$ cat config.mk
export PLATFORM = sky130hd
export DESIGN_NAME = tdc_pulse_gen
export DESIGN_NICKNAME = d
export VERILOG_FILES = /design/src/rtl/tdc_pkg.sv /design/src/rtl/tdc_sync2.sv /design/src/rtl/tdc_pulse_gen.sv
export SDC_FILE = /design/constraint.sdc
export NUM_CORES = 1
export LEC_CHECK = 0
export BUFFER_PORTS_ARGS = -buffer_cell sky130_fd_sc_hd__buf_2
export CORE_ASPECT_RATIO = 2
export CORE_UTILIZATION = 52
export DETAILED_ROUTE_END_ITERATION = 8
export PLACE_DENSITY_LB_ADDON = 0.12
export SYNTH_ARGS = -nofsm -noshare
export SYNTH_HDL_FRONTEND = slang
export SYNTH_SLANG_ARGS = --single-unit
$ cat constraint.sdc
create_clock -name clk -period 3.3 [get_ports clk]
set_input_delay 0.66 -clock clk [delete_from_list [all_inputs] [get_ports clk]]
set_output_delay 0.66 -clock clk [all_outputs]
set_load 0.1 [all_outputs]
$ cat src/rtl/tdc_pkg.sv
// Shared types and default sizing for the TDC start/stop pulse generator.
//   tdc_state_t      - controller FSM state encoding
//   *_DEF            - default widths and cycle counts used by tdc_pulse_gen
package tdc_pkg;

   localparam int unsigned CNT_W_DEF          = 32;
   localparam int unsigned FINE_W_DEF         = 9;
   localparam int unsigned REP_W_DEF          = 16;
   localparam int unsigned GAP_CYCLES_DEF     = 4;
   localparam int unsigned TIMEOUT_CYCLES_DEF = 1024;

   typedef enum logic [2:0] {
      ST_IDLE      = 3'd0,
      ST_FIRE      = 3'd1,
      ST_WAIT_DONE = 3'd2,
      ST_CAPTURE   = 3'd3,
      ST_GAP       = 3'd4
   } tdc_state_t;

endpackage

$ cat src/rtl/tdc_sync2.sv
// Two-flop synchroniser for a single asynchronous level.
//   clk    - destination clock
//   rst_n  - asynchronous active-low reset, output resets to 0
//   d      - asynchronous input level
//   q      - level synchronised to clk (two cycles of latency)
module tdc_sync2 (
   input  logic clk,
   input  logic rst_n,
   input  logic d,
   output logic q
);

   logic meta;

   always_ff @(posedge clk or negedge rst_n) begin
      if (!rst_n) begin
         meta <= 1'b0;
         q    <= 1'b0;
      end else begin
         meta <= d;
         q    <= meta;
      end
   end

endmodule

$ cat src/rtl/tdc_pulse_gen.sv
// Start/stop stimulus generator and result collector for the on-chip TDC.
// Fires a start pulse and, a programmed number of cycles later, a stop
// pulse; waits for the TDC to drop busy, then captures its coarse/fine
// result as one valid-strobed record per shot, for cfg_repeat shots.
//
// Ports:
//   clk, rst_n                  - clock, asynchronous active-low reset
//   cfg_delay/pulse_len/repeat  - shot config, sampled on accepted go (0 -> 1)
//   go, abort                   - run request (IDLE only) / run cancel
//   start_signal, stop_signal   - registered TDC stimulus pulses
//   tdc_busy, tdc_coarse/fine   - TDC status (async) and measurement result
//   result_valid/coarse/fine/index - captured record, one strobe per shot
//   active, done, timeout_err   - run in progress / end-of-run strobe / sticky timeout
//
// state        | meaning
// -------------+-----------------------------------------------------------
// ST_IDLE      | waiting for go
// ST_FIRE      | start/stop pulses in flight
// ST_WAIT_DONE | waiting for synchronised busy to fall, or the timeout
// ST_CAPTURE   | TDC result settled; registered into result_* on exit
// ST_GAP       | both pulses low for GAP_CYCLES before the next shot
module tdc_pulse_gen
   import tdc_pkg::*;
#(
   parameter int unsigned CNT_W          = CNT_W_DEF,
   parameter int unsigned FINE_W         = FINE_W_DEF,
   parameter int unsigned REP_W          = REP_W_DEF,
   parameter int unsigned GAP_CYCLES     = GAP_CYCLES_DEF,
   parameter int unsigned TIMEOUT_CYCLES = TIMEOUT_CYCLES_DEF
) (
   input  logic              clk,
   input  logic              rst_n,
   input  logic [CNT_W-1:0]  cfg_delay,
   input  logic [7:0]        cfg_pulse_len,
   input  logic [REP_W-1:0]  cfg_repeat,
   input  logic              go,
   input  logic              abort,
   output logic              start_signal,
   output logic              stop_signal,
   input  logic              tdc_busy,
   input  logic [CNT_W-1:0]  tdc_coarse,
   input  logic [FINE_W-1:0] tdc_fine,
   output logic              result_valid,
   output logic [CNT_W-1:0]  result_coarse,
   output logic [FINE_W-1:0] result_fine,
   output logic [REP_W-1:0]  result_index,
   output logic              active,
   output logic              done,
   output logic              timeout_err
);

   localparam int unsigned GAP_W = $clog2(GAP_CYCLES + 1);
   localparam int unsigned TMO_W = $clog2(TIMEOUT_CYCLES + 1);

   tdc_state_t state, state_nxt;

   logic              busy_s;
   logic              busy_seen;
   logic [CNT_W-1:0]  delay_q, dly_cnt;
   logic [7:0]        plen_q, start_cnt, stop_cnt;
   logic [REP_W-1:0]  rep_q, shot_idx;
   logic [GAP_W-1:0]  gap_cnt;
   logic [TMO_W-1:0]  tmo_cnt;
   logic              stop_fired;

   logic [CNT_W-1:0]  delay_in, delay_use;
   logic [7:0]        plen_in, plen_use;
   logic [REP_W-1:0]  rep_in;

   logic go_accept, shot_start, wait_enter, capture_en;
   logic run_end, tmo_hit, abort_hit, last_shot;

   tdc_sync2 u_busy_sync (
      .clk   (clk),
      .rst_n (rst_n),
      .d     (tdc_busy),
      .q     (busy_s)
   );

   assign delay_in = (cfg_delay == '0)     ? CNT_W'(1) : cfg_delay;
   assign plen_in  = (cfg_pulse_len == '0) ? 8'd1      : cfg_pulse_len;
   assign rep_in   = (cfg_repeat == '0)    ? REP_W'(1) : cfg_repeat;

   // The first shot of a run loads its counters in the same edge that
   // latches the config, so it must see the live (clamped) inputs.
   assign delay_use = go_accept ? delay_in : delay_q;
   assign plen_use  = go_accept ? plen_in  : plen_q;

   assign last_shot = (shot_idx == rep_q - REP_W'(1));

   always_ff @(posedge clk or negedge rst_n) begin
      if (!rst_n) begin
         state <= ST_IDLE;
      end else begin
         state <= state_nxt;
      end
   end

   always_comb begin
      state_nxt  = state;
      go_accept  = 1'b0;
      shot_start = 1'b0;
      wait_enter = 1'b0;
      capture_en = 1'b0;
      run_end    = 1'b0;
      tmo_hit    = 1'b0;
      abort_hit  = 1'b0;

      if (state != ST_IDLE && abort) begin
         abort_hit = 1'b1;
         state_nxt = ST_IDLE;
      end else begin
         case (state)
            ST_IDLE: begin
               if (go && !abort) begin
                  go_accept  = 1'b1;
                  shot_start = 1'b1;
                  state_nxt  = ST_FIRE;
               end
            end
            ST_FIRE: begin
               if (stop_signal && stop_cnt == 8'd0) begin
                  wait_enter = 1'b1;
                  state_nxt  = ST_WAIT_DONE;
               end
            end
            ST_WAIT_DONE: begin
               if (busy_seen && !busy_s) begin
                  state_nxt = ST_CAPTURE;
               end else if (tmo_cnt == '0) begin
                  tmo_hit   = 1'b1;
                  run_end   = 1'b1;
                  state_nxt = ST_IDLE;
               end
            end
            ST_CAPTURE: begin
               capture_en = 1'b1;
               if (last_shot) begin
                  run_end   = 1'b1;
                  state_nxt = ST_IDLE;
               end else begin
                  state_nxt = ST_GAP;
               end
            end
            ST_GAP: begin
               if (gap_cnt == '0) begin
                  shot_start = 1'b1;
                  state_nxt  = ST_FIRE;
               end
            end
            default: state_nxt = ST_IDLE;
         endcase
      end
   end

   always_ff @(posedge clk or negedge rst_n) begin
      if (!rst_n) begin
         start_signal  <= 1'b0;
         stop_signal   <= 1'b0;
         result_valid  <= 1'b0;
         result_coarse <= '0;
         result_fine   <= '0;
         result_index  <= '0;
         active        <= 1'b0;
         done          <= 1'b0;
         timeout_err   <= 1'b0;
         busy_seen     <= 1'b0;
         delay_q       <= '0;
         dly_cnt       <= '0;
         plen_q        <= '0;
         start_cnt     <= '0;
         stop_cnt      <= '0;
         rep_q         <= '0;
         shot_idx      <= '0;
         gap_cnt       <= '0;
         tmo_cnt       <= '0;
         stop_fired    <= 1'b0;
      end else begin
         result_valid <= 1'b0;
         done         <= 1'b0;

         if (go_accept) begin
            delay_q     <= delay_in;
            plen_q      <= plen_in;
            rep_q       <= rep_in;
            shot_idx    <= '0;
            timeout_err <= 1'b0;
            active      <= 1'b1;
         end

         // Counters hold "remaining cycles after this one", so a terminal
         // count of zero marks the last cycle; the delay counter stops at
         // zero, which keeps a full-scale delay from wrapping.
         if (shot_start) begin
            start_signal <= 1'b1;
            stop_signal  <= 1'b0;
            stop_fired   <= 1'b0;
            busy_seen    <= 1'b0;
            start_cnt    <= plen_use - 8'd1;
            dly_cnt      <= delay_use - CNT_W'(1);
         end else if (state == ST_FIRE) begin
            if (start_signal) begin
               if (start_cnt == 8'd0) begin
                  start_signal <= 1'b0;
               end else begin
                  start_cnt <= start_cnt - 8'd1;
               end
            end
            if (!stop_fired) begin
               if (dly_cnt == '0) begin
                  stop_signal <= 1'b1;
                  stop_fired  <= 1'b1;
                  stop_cnt    <= plen_q - 8'd1;
               end else begin
                  dly_cnt <= dly_cnt - CNT_W'(1);
               end
            end else if (stop_signal) begin
               if (stop_cnt == 8'd0) begin
                  stop_signal <= 1'b0;
               end else begin
                  stop_cnt <= stop_cnt - 8'd1;
               end
            end
         end

         // A TDC that never raised busy cannot be waited on; only the
         // timeout ends such a shot.
         if ((state == ST_FIRE || state == ST_WAIT_DONE) && busy_s) begin
            busy_seen <= 1'b1;
         end

         if (wait_enter) begin
            tmo_cnt <= TMO_W'(TIMEOUT_CYCLES - 1);
         end else if (state == ST_WAIT_DONE && tmo_cnt != '0) begin
            tmo_cnt <= tmo_cnt - TMO_W'(1);
         end

         if (capture_en) begin
            result_coarse <= tdc_coarse;
            result_fine   <= tdc_fine;
            result_index  <= shot_idx;
            result_valid  <= 1'b1;
            gap_cnt       <= GAP_W'(GAP_CYCLES - 1);
            if (!last_shot) begin
               shot_idx <= shot_idx + REP_W'(1);
            end
         end else if (state == ST_GAP && gap_cnt != '0) begin
            gap_cnt <= gap_cnt - GAP_W'(1);
         end

         if (tmo_hit) begin
            timeout_err <= 1'b1;
         end

         if (run_end) begin
            done   <= 1'b1;
            active <= 1'b0;
         end

         if (abort_hit) begin
            start_signal <= 1'b0;
            stop_signal  <= 1'b0;
            active       <= 1'b0;
            done         <= 1'b1;
         end
      end
   end

endmodule

# --- After elaboration in Yosys (flattened, before gate mapping) ---
# Index checks and enable logic that the tools add are counted.
classes:
  addsub: 10
  n_mux: 77
  n_bitwise: 1
  n_reduce_logical: 37
  eq_ne: 14
op_table:
  columns: ["operator", "n"]
  rows:
  - ["2-to-1 mux 32 bit", 6]
  - ["2-to-1 mux 8 bit", 10]
  - ["logical NOT 32 bit", 2]
  - ["2-to-1 mux 16 bit", 4]
  - ["subtractor 32 x 1 -> 32 bit, second input constant", 2]
  - ["2-to-1 mux 1 bit", 43]
  - ["subtractor 8 x 1 -> 8 bit, second input constant", 4]
  - ["2-to-1 mux 3 bit", 9]
  - ["logical NOT 8 bit", 3]
  - ["2-to-1 mux 11 bit", 2]
  - ["adder 16 x 1 -> 16 bit, second input constant", 1]
  - ["== test 16 bit", 1]
  - ["logical NOT 16 bit", 1]
  - ["subtractor 16 x 1 -> 16 bit, second input constant", 1]
  - ["one-hot mux 3 bit (5 select lines)", 1]
  - ["nonzero test 2 bit", 7]
  - ["nonzero test 3 bit", 4]
  - ["logical NOT 11 bit", 1]
  - ["nonzero test 11 bit", 1]
  - ["subtractor 11 x 1 -> 11 bit, second input constant", 1]
  - ["inequality test 3 bit, second input constant", 3]
  - ["inequality test 2 bit, second input constant", 4]
  - ["logical AND 1 bit", 7]
  - ["== test 3 x 2 -> 1 bit, second input constant", 2]
  - ["other kinds (15)", 19]
word_totals:
  wordCells: 162
  output_inout_bits: 63
  ff_bits: 204

# --- Depth between registers and ports, before layout ---
# Gate-level depths: netlist (run 1).
depth:
  ltp_word: 8
  depth_mapped: 16

# --- Modules after synthesis ---
# Synthesis (run 1) repeated with hierarchy kept, for this count alone.
unflattened:
  hier_cells: 1245
  area_unflattened_um2: 10789.1
modules_own_cells:
  columns: ["mod", "cells_each", "area_per_inst_um2", "n_inst"]
  rows:
  - ["tdc_pulse_gen", 1243, 10739.0, 1]
  - ["tdc_sync2", 2, 50.0, 1]

# --- Worst setup path before layout (run 1) ---
# OpenSTA, ideal clock, no wires.
synth_path:
  path_type: "input-to-reg"
  from: "input port abort"
  to: "register dly_cnt[20]"
  required_time_ns: 3.165
  t_arrival_ns: 2.996
  setup_ns: 0.135
  path_slack_ns: 0.169
  cell_stages: 14
  path_cell_list: "buf_2 -> nor3_2 -> clkbuf_1 -> buf_2 -> a21oi_1 -> a31oi_1 -> nand2_1 -> ha_1 -> nor3b_1 -> nand4_1 -> buf_2 -> nor3_1 -> xnor2_1 -> mux2i_1"
synth_via:
  elab_chain_cells: 8
  word_cells_on_any_way: 15
synth_rtl:
  columns: ["element", "line_no", "source"]
  rows:
  - ["start: declaration", "tdc_pulse_gen.sv:37", "input logic abort,"]
  - ["logical NOT 1 bit", "tdc_pulse_gen.sv:115", "if (go && !abort) begin"]
  - ["logical AND 1 bit", "tdc_pulse_gen.sv:115", null]
  - ["2-to-1 mux 1 bit", "tdc_pulse_gen.sv:115", null]
  - ["2-to-1 mux 1 bit", "tdc_pulse_gen.sv:113", "case (state)"]
  - ["2-to-1 mux 1 bit", "tdc_pulse_gen.sv:109", "if (state != ST_IDLE && abort) begin"]
  - ["2-to-1 mux 32 bit", null, null]
  - ["subtractor 32 x 1 -> 32 bit", "tdc_pulse_gen.sv:200", "dly_cnt <= delay_use - CNT_W'(1);"]
  - ["2-to-1 mux 32 bit", "tdc_pulse_gen.sv:194", "if (shot_start) begin"]
  - ["end signal: assignment", "tdc_pulse_gen.sv:200", null]
  - ["end signal: assignment", "tdc_pulse_gen.sv:215", "dly_cnt <= dly_cnt - CNT_W'(1);"]
  - ["end: declaration", "tdc_pulse_gen.sv:59", "logic [CNT_W-1:0] delay_q, dly_cnt;"]
# Several ways; a longest one is shown, not always the timed one.
# A chain may end at the register's enable or synchronous reset.

# --- Final worst setup path (run 1) ---
layout_path:
  from: "register gap_cnt[0]"
  to: "register dly_cnt[28]"
layout_via:
  elab_chain_cells: 6
  word_cells_on_any_way: 9
layout_rtl:
  columns: ["element", "line_no", "source"]
  rows:
  - ["start: declaration", "tdc_pulse_gen.sv:62", "logic [GAP_W-1:0] gap_cnt;"]
  - ["start signal: assignment", "tdc_pulse_gen.sv:243", "gap_cnt <= GAP_W'(GAP_CYCLES - 1);"]
  - ["start signal: assignment", "tdc_pulse_gen.sv:248", "gap_cnt <= gap_cnt - GAP_W'(1);"]
  - ["logical NOT 3 bit *", "tdc_pulse_gen.sv:146", "if (gap_cnt == '0) begin"]
  - ["2-to-1 mux 1 bit *", "tdc_pulse_gen.sv:146", null]
  - ["one-hot mux 1 bit (2 select lines) *", "tdc_pulse_gen.sv:113", null]
  - ["2-to-1 mux 1 bit *", "tdc_pulse_gen.sv:109", null]
  - ["inequality test 2 bit (no source line) (tied with other cells)", null, null]
  - ["AND reduction 3 bit (no source line)", null, null]
# Every way passes the cells marked *; elsewhere a longest branch is shown, timed or not.

==> flow_metrics.tcl, run 1 <==
set metrics [dict create \
    synth_edf_count 0 \
    overflow 0 \
    antenna_found_initial 1 \
    crit_path_frequent_cell "ha_1" \
    max_freq_ghz 0.323 \
    numCtsBuffers 20 \
    slew_violations 0 \
    worstPathMaxFanout 21 \
    cp_cell_sequence "inv_1, ha_1, ha_1, mux2_4, buf_6, nand2_1, o31ai_2, nor4b_4, nand4_4, nor4_2, xnor2_1, a21oi_1" \
    ys_warn_count 0 \
    outcome "finished clean" \
    die_w_um 104 \
    synthTopCellsByArea "dfrtp_1 (47%), mux2_2 (6.9%), a21oi_1 (4.6%), nand2_1 (4.2%), xnor2_1 (3.9%)" \
    max_cap_viol_count 0 \
    ctsRootBufferMaster "clkbuf_16" \
    cp_num_buf_inv 2 \
    multi_input_area_mm2 0.00538 \
    critPathMaxStageDelay_ps 380 \
    critPathRequiredTime_ps 3660 \
    ir_worst_vdd_mv 1.20 \
    antenna_cells 0 \
    worst_slack_ps 204 \
    first_pass_iters 6 \
    min_period_over_period 0.938 \
    clock-sinks 204 \
    grt_use_total 0.271 \
    cp-start-kind "register" \
    hold_violations 0 \
    ios 165 \
    ant_nets 0 \
    areaGrowthSynthToFinish_pct 20.5 \
    finalNonFillerCells 1593 \
    route.detailed.drc 0 \
    async_reset_ff_frac 1.00 \
    critPathCaptureType "register" \
    setup-violations-final 0 \
    powerDensity_mw_per_mm2 1000 \
    critPathSlowestCell "nor4b_4" \
    clockBufferDepth 3 \
    via_count 9242 \
    yosys.area.top_type "dfrtp_1" \
    worstMarginPinSlew_ps 939 \
    dpl.cell_count 1554 \
    cts_tree "yes" \
    die_h_um 206 \
    cts_htree_levels 1 \
    grt_pass1_wl_um 46500 \
    fill_cells 1780 \
    rr_worst_depth 12 \
    power_mw 13.1 \
    drt_iter0_markers 430 \
    syn_area_per_cell_um2 9.67 \
    wl_per_cell_um 17.9 \
    yosysTopAreaCellShare 0.472 \
    grt_pass1_vias 9380 \
    seq_area_mm2 0.00510 \
    path_clk_slew_ps 70 \
    syn_area_mm2 0.0108 \
    period_minus_slack_ps 3100 \
    num_rows 74 \
    buffer_ports.inserted 164 \
    cp_top_family "simple AND/OR/NAND/NOR gates" \
    synth_seq_cells 204 \
    gp_congestion 0.867 \
    clk_latency_ps 500 \
    nNetsFinal 1424 \
    grt_max_degree 77 \
    hold_class "in -> async" \
    preCtsSetupSlack_ps 33.3 \
    critPathKind "reg -> reg" \
    dpl.hpwl_um 21100 \
    synth_nets 1229 \
    core-area_mm2 0.0204 \
    slew_headroom 0.369 \
    netlist_instances 1119 \
    fin_skew_ps 16.6 \
    routed_wl_um 28500 \
    leakage_nw 5.83 \
    die_area_mm2 0.0214 \
    cp_num_cells 12 \
    yosys-top-cells-count "dfrtp_1 (204), nand2_1 (120), a21oi_1 (100)" \
    synth_cell_type_count 69 \
    via_per_inst 5.80 \
    whs_ps 190 \
    synth.yosys.seq_area_share 0.472 \
    synth_most_common_cell "dfrtp_1" \
    drive_gt1_frac 0.289 \
    critPathArrivalTime_ps 3460 \
    start_util 0.531 \
    synthFlopType "dfrtp_1" \
]
path summary, 6_finish.rpt:
path / start / to / slack (ps)
max: gap_cnt[0]$_DFFE_PN0P_ / dly_cnt[28]$_DFFE_PN0P_ / 200
min: rst_n / result_coarse[27]$_DFFE_PN0P_ / 190
max reg2reg: gap_cnt[0]$_DFFE_PN0P_ / dly_cnt[28]$_DFFE_PN0P_ / 200
min reg2reg: u_busy_sync.meta$_DFF_PN0_ / u_busy_sync.q$_DFF_PN0_ / 350
max in group asynchronous: rst_n / dly_cnt[15]$_DFFE_PN0P_ / 2260
min in group clk: tdc_busy / u_busy_sync.meta$_DFF_PN0_ / 270
area by class of cell:
| class | instances | share of cell area |
|---|---|---|
| clock buffers | 27 | 0.0451 |
| clock inverters | 8 | 0.00739 |
| inverters | 24 | 0.00691 |
| multi-input cells | 826 | 0.412 |
| flip-flops and latches | 204 | 0.391 |
| well taps | 266 | 0.0255 |
| repair buffers | 238 | 0.112 |
sequential cells by signal (all words and copies together) (netlist names), 3 cells and up:
signal,flops
delay_q,32
dly_cnt,32
gap_cnt,3
plen_q,8
rep_q,16
result_coarse,32
result_fine,9
result_index,16
shot_idx,16
start_cnt,8
state,3
stop_cnt,8
tmo_cnt,11
placed cells by master, fill, tap and decap left out, types with 5 or more instances in the layout:
cell       netlist  layout
and3_1          10      10
nor2b_1          9       9
o21ai_1         11      10
a21o_1           5       5
or3_1           10      10
nand2b_1         6       6
a211o_1         12      12
nand2_1        120     120
nor2_1          74      73
nand4_1         10      10
a21oi_1        100      98
clkbuf_16        0      21
mux2_2          66      66
inv_1           24      24
nor3_1          30      29
buf_12           0       5
nor3b_1         13      12
buf_2           18     163
mux2i_1         12      12
ha_1             8       8
dfrtp_1        204     204
nand3_1         58      58
clkbuf_8         0       5
o21ai_0         51      51
nor4_1          31      31
or4_1            6       6
xor2_1          18      18
o22ai_1          6       6
a31oi_1         34      34
nor3_2           6       6
nor4_2           9       9
xnor2_1         48      48
buf_4            3      67
per-layer routing:
layer	vias up	track usage	routed length, um
li1	4422	-	-
met1	4464	0.282	10300
met2	265	0.528	15700
met3	91	0.0322	1100
met4	0	0.136	1390
met5	-	0	0
cells by family (layout without fill, tap and decap cells):
group                    after synthesis  count (layout)  synth area share
AO/OA/AOI/OAI                        253             253             0.139
XOR/XNOR                              66              66            0.0534
adder cells (fa/ha/maj)                8               8           0.00925
buffers and inverters                 90             297            0.0357
flip-flops                           204             204             0.472
multiplexers                          79              79            0.0812
AND/OR/NAND/NOR                      419             420             0.210
worst reg2reg max path: stages (launching register included):
cell and delay [ps]:
dfrtp_1 360, inv_1 80, ha_1 150, ha_1 210, mux2_4 210, buf_6 220, nand2_1 150, o31ai_2 320
nor4b_4 380, nand4_4 240, nor4_2 380, xnor2_1 170, a21oi_1 90
power by group:
group	switching (mW)	total, mW	internal (mW)
Combinational	4.55	6.55	2.00
Clock	0.981	2.39	1.41
Sequential	0.698	4.12	3.42
Total	6.23	13.1	6.83
what timing repair did:
item	in CTS	in global routing
endpoints found under the hold margin	0	0
setup endpoints to repair	0	13
buffers inserted	0	3
resized for setup	0	7
hold buffers	0	0
metrics by stage:
step	area, um2	util	setup TNS, ps
after global placement	12300	0.604	0
after floorplan	10800	-	0
final	13000	0.640	0
after global routing	13000	0.640	-4.22
after CTS	13000	0.637	0
after detailed placement	12300	0.604	0
(Power assumes the default switching activity.)
==> run 2, diff against run 1 <==
--- a/config.mk
+++ b/config.mk
@@ -9,7 +9,7 @@
 export CORE_ASPECT_RATIO = 2
 export CORE_UTILIZATION = 52
 export DETAILED_ROUTE_END_ITERATION = 8
-export PLACE_DENSITY_LB_ADDON = 0.12
+export PLACE_DENSITY = 0.88
 export SYNTH_ARGS = -nofsm -noshare
 export SYNTH_HDL_FRONTEND = slang
 export SYNTH_SLANG_ARGS = --single-unit
==> run 2 against run 1 <==
  * Via count rose by 2.8%
  * Register-to-register slack got worse by 80 ps
  * Clock power fell by 8.4%
  * Critical path depth rose by 1
  * Wire length rose by 1.3%
  * Combinational power rose by 2%
  * Largest power group unchanged
  * Clock skew rose by 2.4 ps
  * Die area did not move
  * Critical endpoint is now dly_cnt[27]$_DFFE_PN0P_
==> flow_metrics.tcl, run 2 (same netlist as run 1, synthesis figures left out) <==
set metrics [dict create \
    outcome "finished clean" \
    critPathRequiredTime_ps 3650 \
    setup-violations-final 0 \
    dpl.cell_count 1553 \
    fin_skew_ps 19.0 \
    antenna_found_initial 0 \
    powerDensity_mw_per_mm2 995 \
    hold_class "in -> async" \
    buffer_ports.inserted 164 \
    min_period_over_period 0.963 \
    overflow 0 \
    wl_per_cell_um 18.1 \
    met1_length_um 9740 \
    path_clk_slew_ps 70 \
    critPathKind "reg -> reg" \
    ir_worst_vdd_mv 1.11 \
    highest_layer "met4" \
    route.detailed.drc 0 \
    preCtsSetupSlack_ps -133 \
    slew_headroom 0.504 \
    first_pass_iters 5 \
    cts_htree_levels 1 \
    clockBufferDepth 3 \
    layout_commonest_cell "dfrtp_1" \
    cts_tree "yes" \
    max_cap_viol_count 0 \
    worstPathMaxFanout 19 \
    r2r-start "gap_cnt[0]$_DFFE_PN0P_" \
    drt_iter0_markers 540 \
    drive_gt1_frac 0.287 \
    critPathArrivalTime_ps 3530 \
    via_per_inst 5.97 \
    power_mw 13.0 \
    grt_max_degree 82 \
    dpl.hpwl_um 21200 \
    numCtsBuffers 20 \
    grt_pass1_wl_um 46400 \
    slew_violations 0 \
    die_h_um 206 \
    worst_slack_ps 121 \
    clk_latency_ps 500 \
    clock-sinks 204 \
    period_minus_slack_ps 3180 \
    ios 165 \
    die_w_um 104 \
    via_count 9498 \
    die_area_mm2 0.0214 \
    layout_common_cells "dfrtp_1 (204), buf_2 (163), nand2_1 (120)" \
    reg2reg_to "dly_cnt[27]$_DFFE_PN0P_" \
    fin_util 0.641 \
    worstMarginPinSlew_ps 738 \
    r2r_slack_ps 120 \
    nNetsFinal 1426 \
    cp-start-kind "register" \
    core-area_mm2 0.0204 \
    max_freq_ghz 0.315 \
    leakage_nw 5.89 \
    top_regs "delay_q x32, dly_cnt x32, result_coarse x32" \
    grt_pass1_vias 9734 \
    finalNonFillerCells 1592 \
    rr_worst_depth 13 \
    wl_met2_um 16100 \
    cts_hold_buf 0 \
    gp_congestion 0.923 \
    routed_wl_um 28800 \
    critPathCaptureType "register" \
    ctsRootBufferMaster "clkbuf_16" \
    wl_met3_um 1250 \
    antenna_cells 0 \
    start_util 0.531 \
    num_rows 74 \
    ant_nets 0 \
    grt_use_total 0.270 \
    hold_violations 0 \
    areaGrowthSynthToFinish_pct 20.7 \
]
==> run 2: routing by layer <==
layer | track usage | vias to the layer above
li1 | - | 4417
met1 | 0.265 | 4600
met2 | 0.530 | 364
met3 | 0.0281 | 117
met4 | 0.170 | 0
met5 | 0 | -
==> run 2: what timing repair did <==
item | 4_1_cts | 5_1_grt
buffers inserted | 1 | 6
resized for setup | 1 | 18
pin swaps | 1 | 6
setup endpoints to repair | 10 | 20
gates cloned | 0 | 0
==> run 2: how the worst max path moves through the flow <==
stage,to,startpoint,cells past startpoint
3_5_place_dp,dly_cnt[20]$_DFFE_PN0P_,abort,12
2_1_floorplan,dly_cnt[20]$_DFFE_PN0P_,abort,14
6_report,dly_cnt[27]$_DFFE_PN0P_,gap_cnt[0]$_DFFE_PN0P_,13
3_3_place_gp,dly_cnt[20]$_DFFE_PN0P_,abort,11
5_1_grt,dly_cnt[27]$_DFFE_PN0P_,gap_cnt[0]$_DFFE_PN0P_,13
4_1_cts,dly_cnt[15]$_DFFE_PN0P_,gap_cnt[0]$_DFFE_PN0P_,14
==> run 2: report_power, final <==
group          total, mW  internal (mW)  switching (mW)
Clock               2.19           1.25           0.943
Sequential          4.10           3.42           0.681
Combinational       6.71           2.04            4.68
==> run 2: layout make-up <==
cell class,count,area (um2)
Clock buffer,29,596
Clock inverter,3,18.8
Fill cell,1611,7300
Inverter,24,90.1
Multi-Input combinational cell,825,5430
Sequential cell,204,5100
Tap cell,266,333
Timing Repair Buffer,241,1490
==> run 2: worst max-delay path, cell delays in order (launching register included) <==
cell	delay, ps
dfrtp_1	370
inv_1	90
ha_1	170
ha_1	200
mux2_4	220
buf_6	210
nand2_1	140
o31ai_2	330
nor4b_4	240
buf_4	190
nand4_4	210
nor4_4	350
xnor2_1	200
a21oi_1	120
==> run 2: stage by stage <==
stage | hold WS, ps | TNS (ps) | cell area (um2)
after floorplan | 331 | 0 | 10800
after global placement | 364 | 0 | 12300
after detailed placement | 356 | -832 | 12300
after CTS | 225 | 0 | 12900
after global routing | 223 | -73.3 | 13100
final | 164 | 0 | 13100
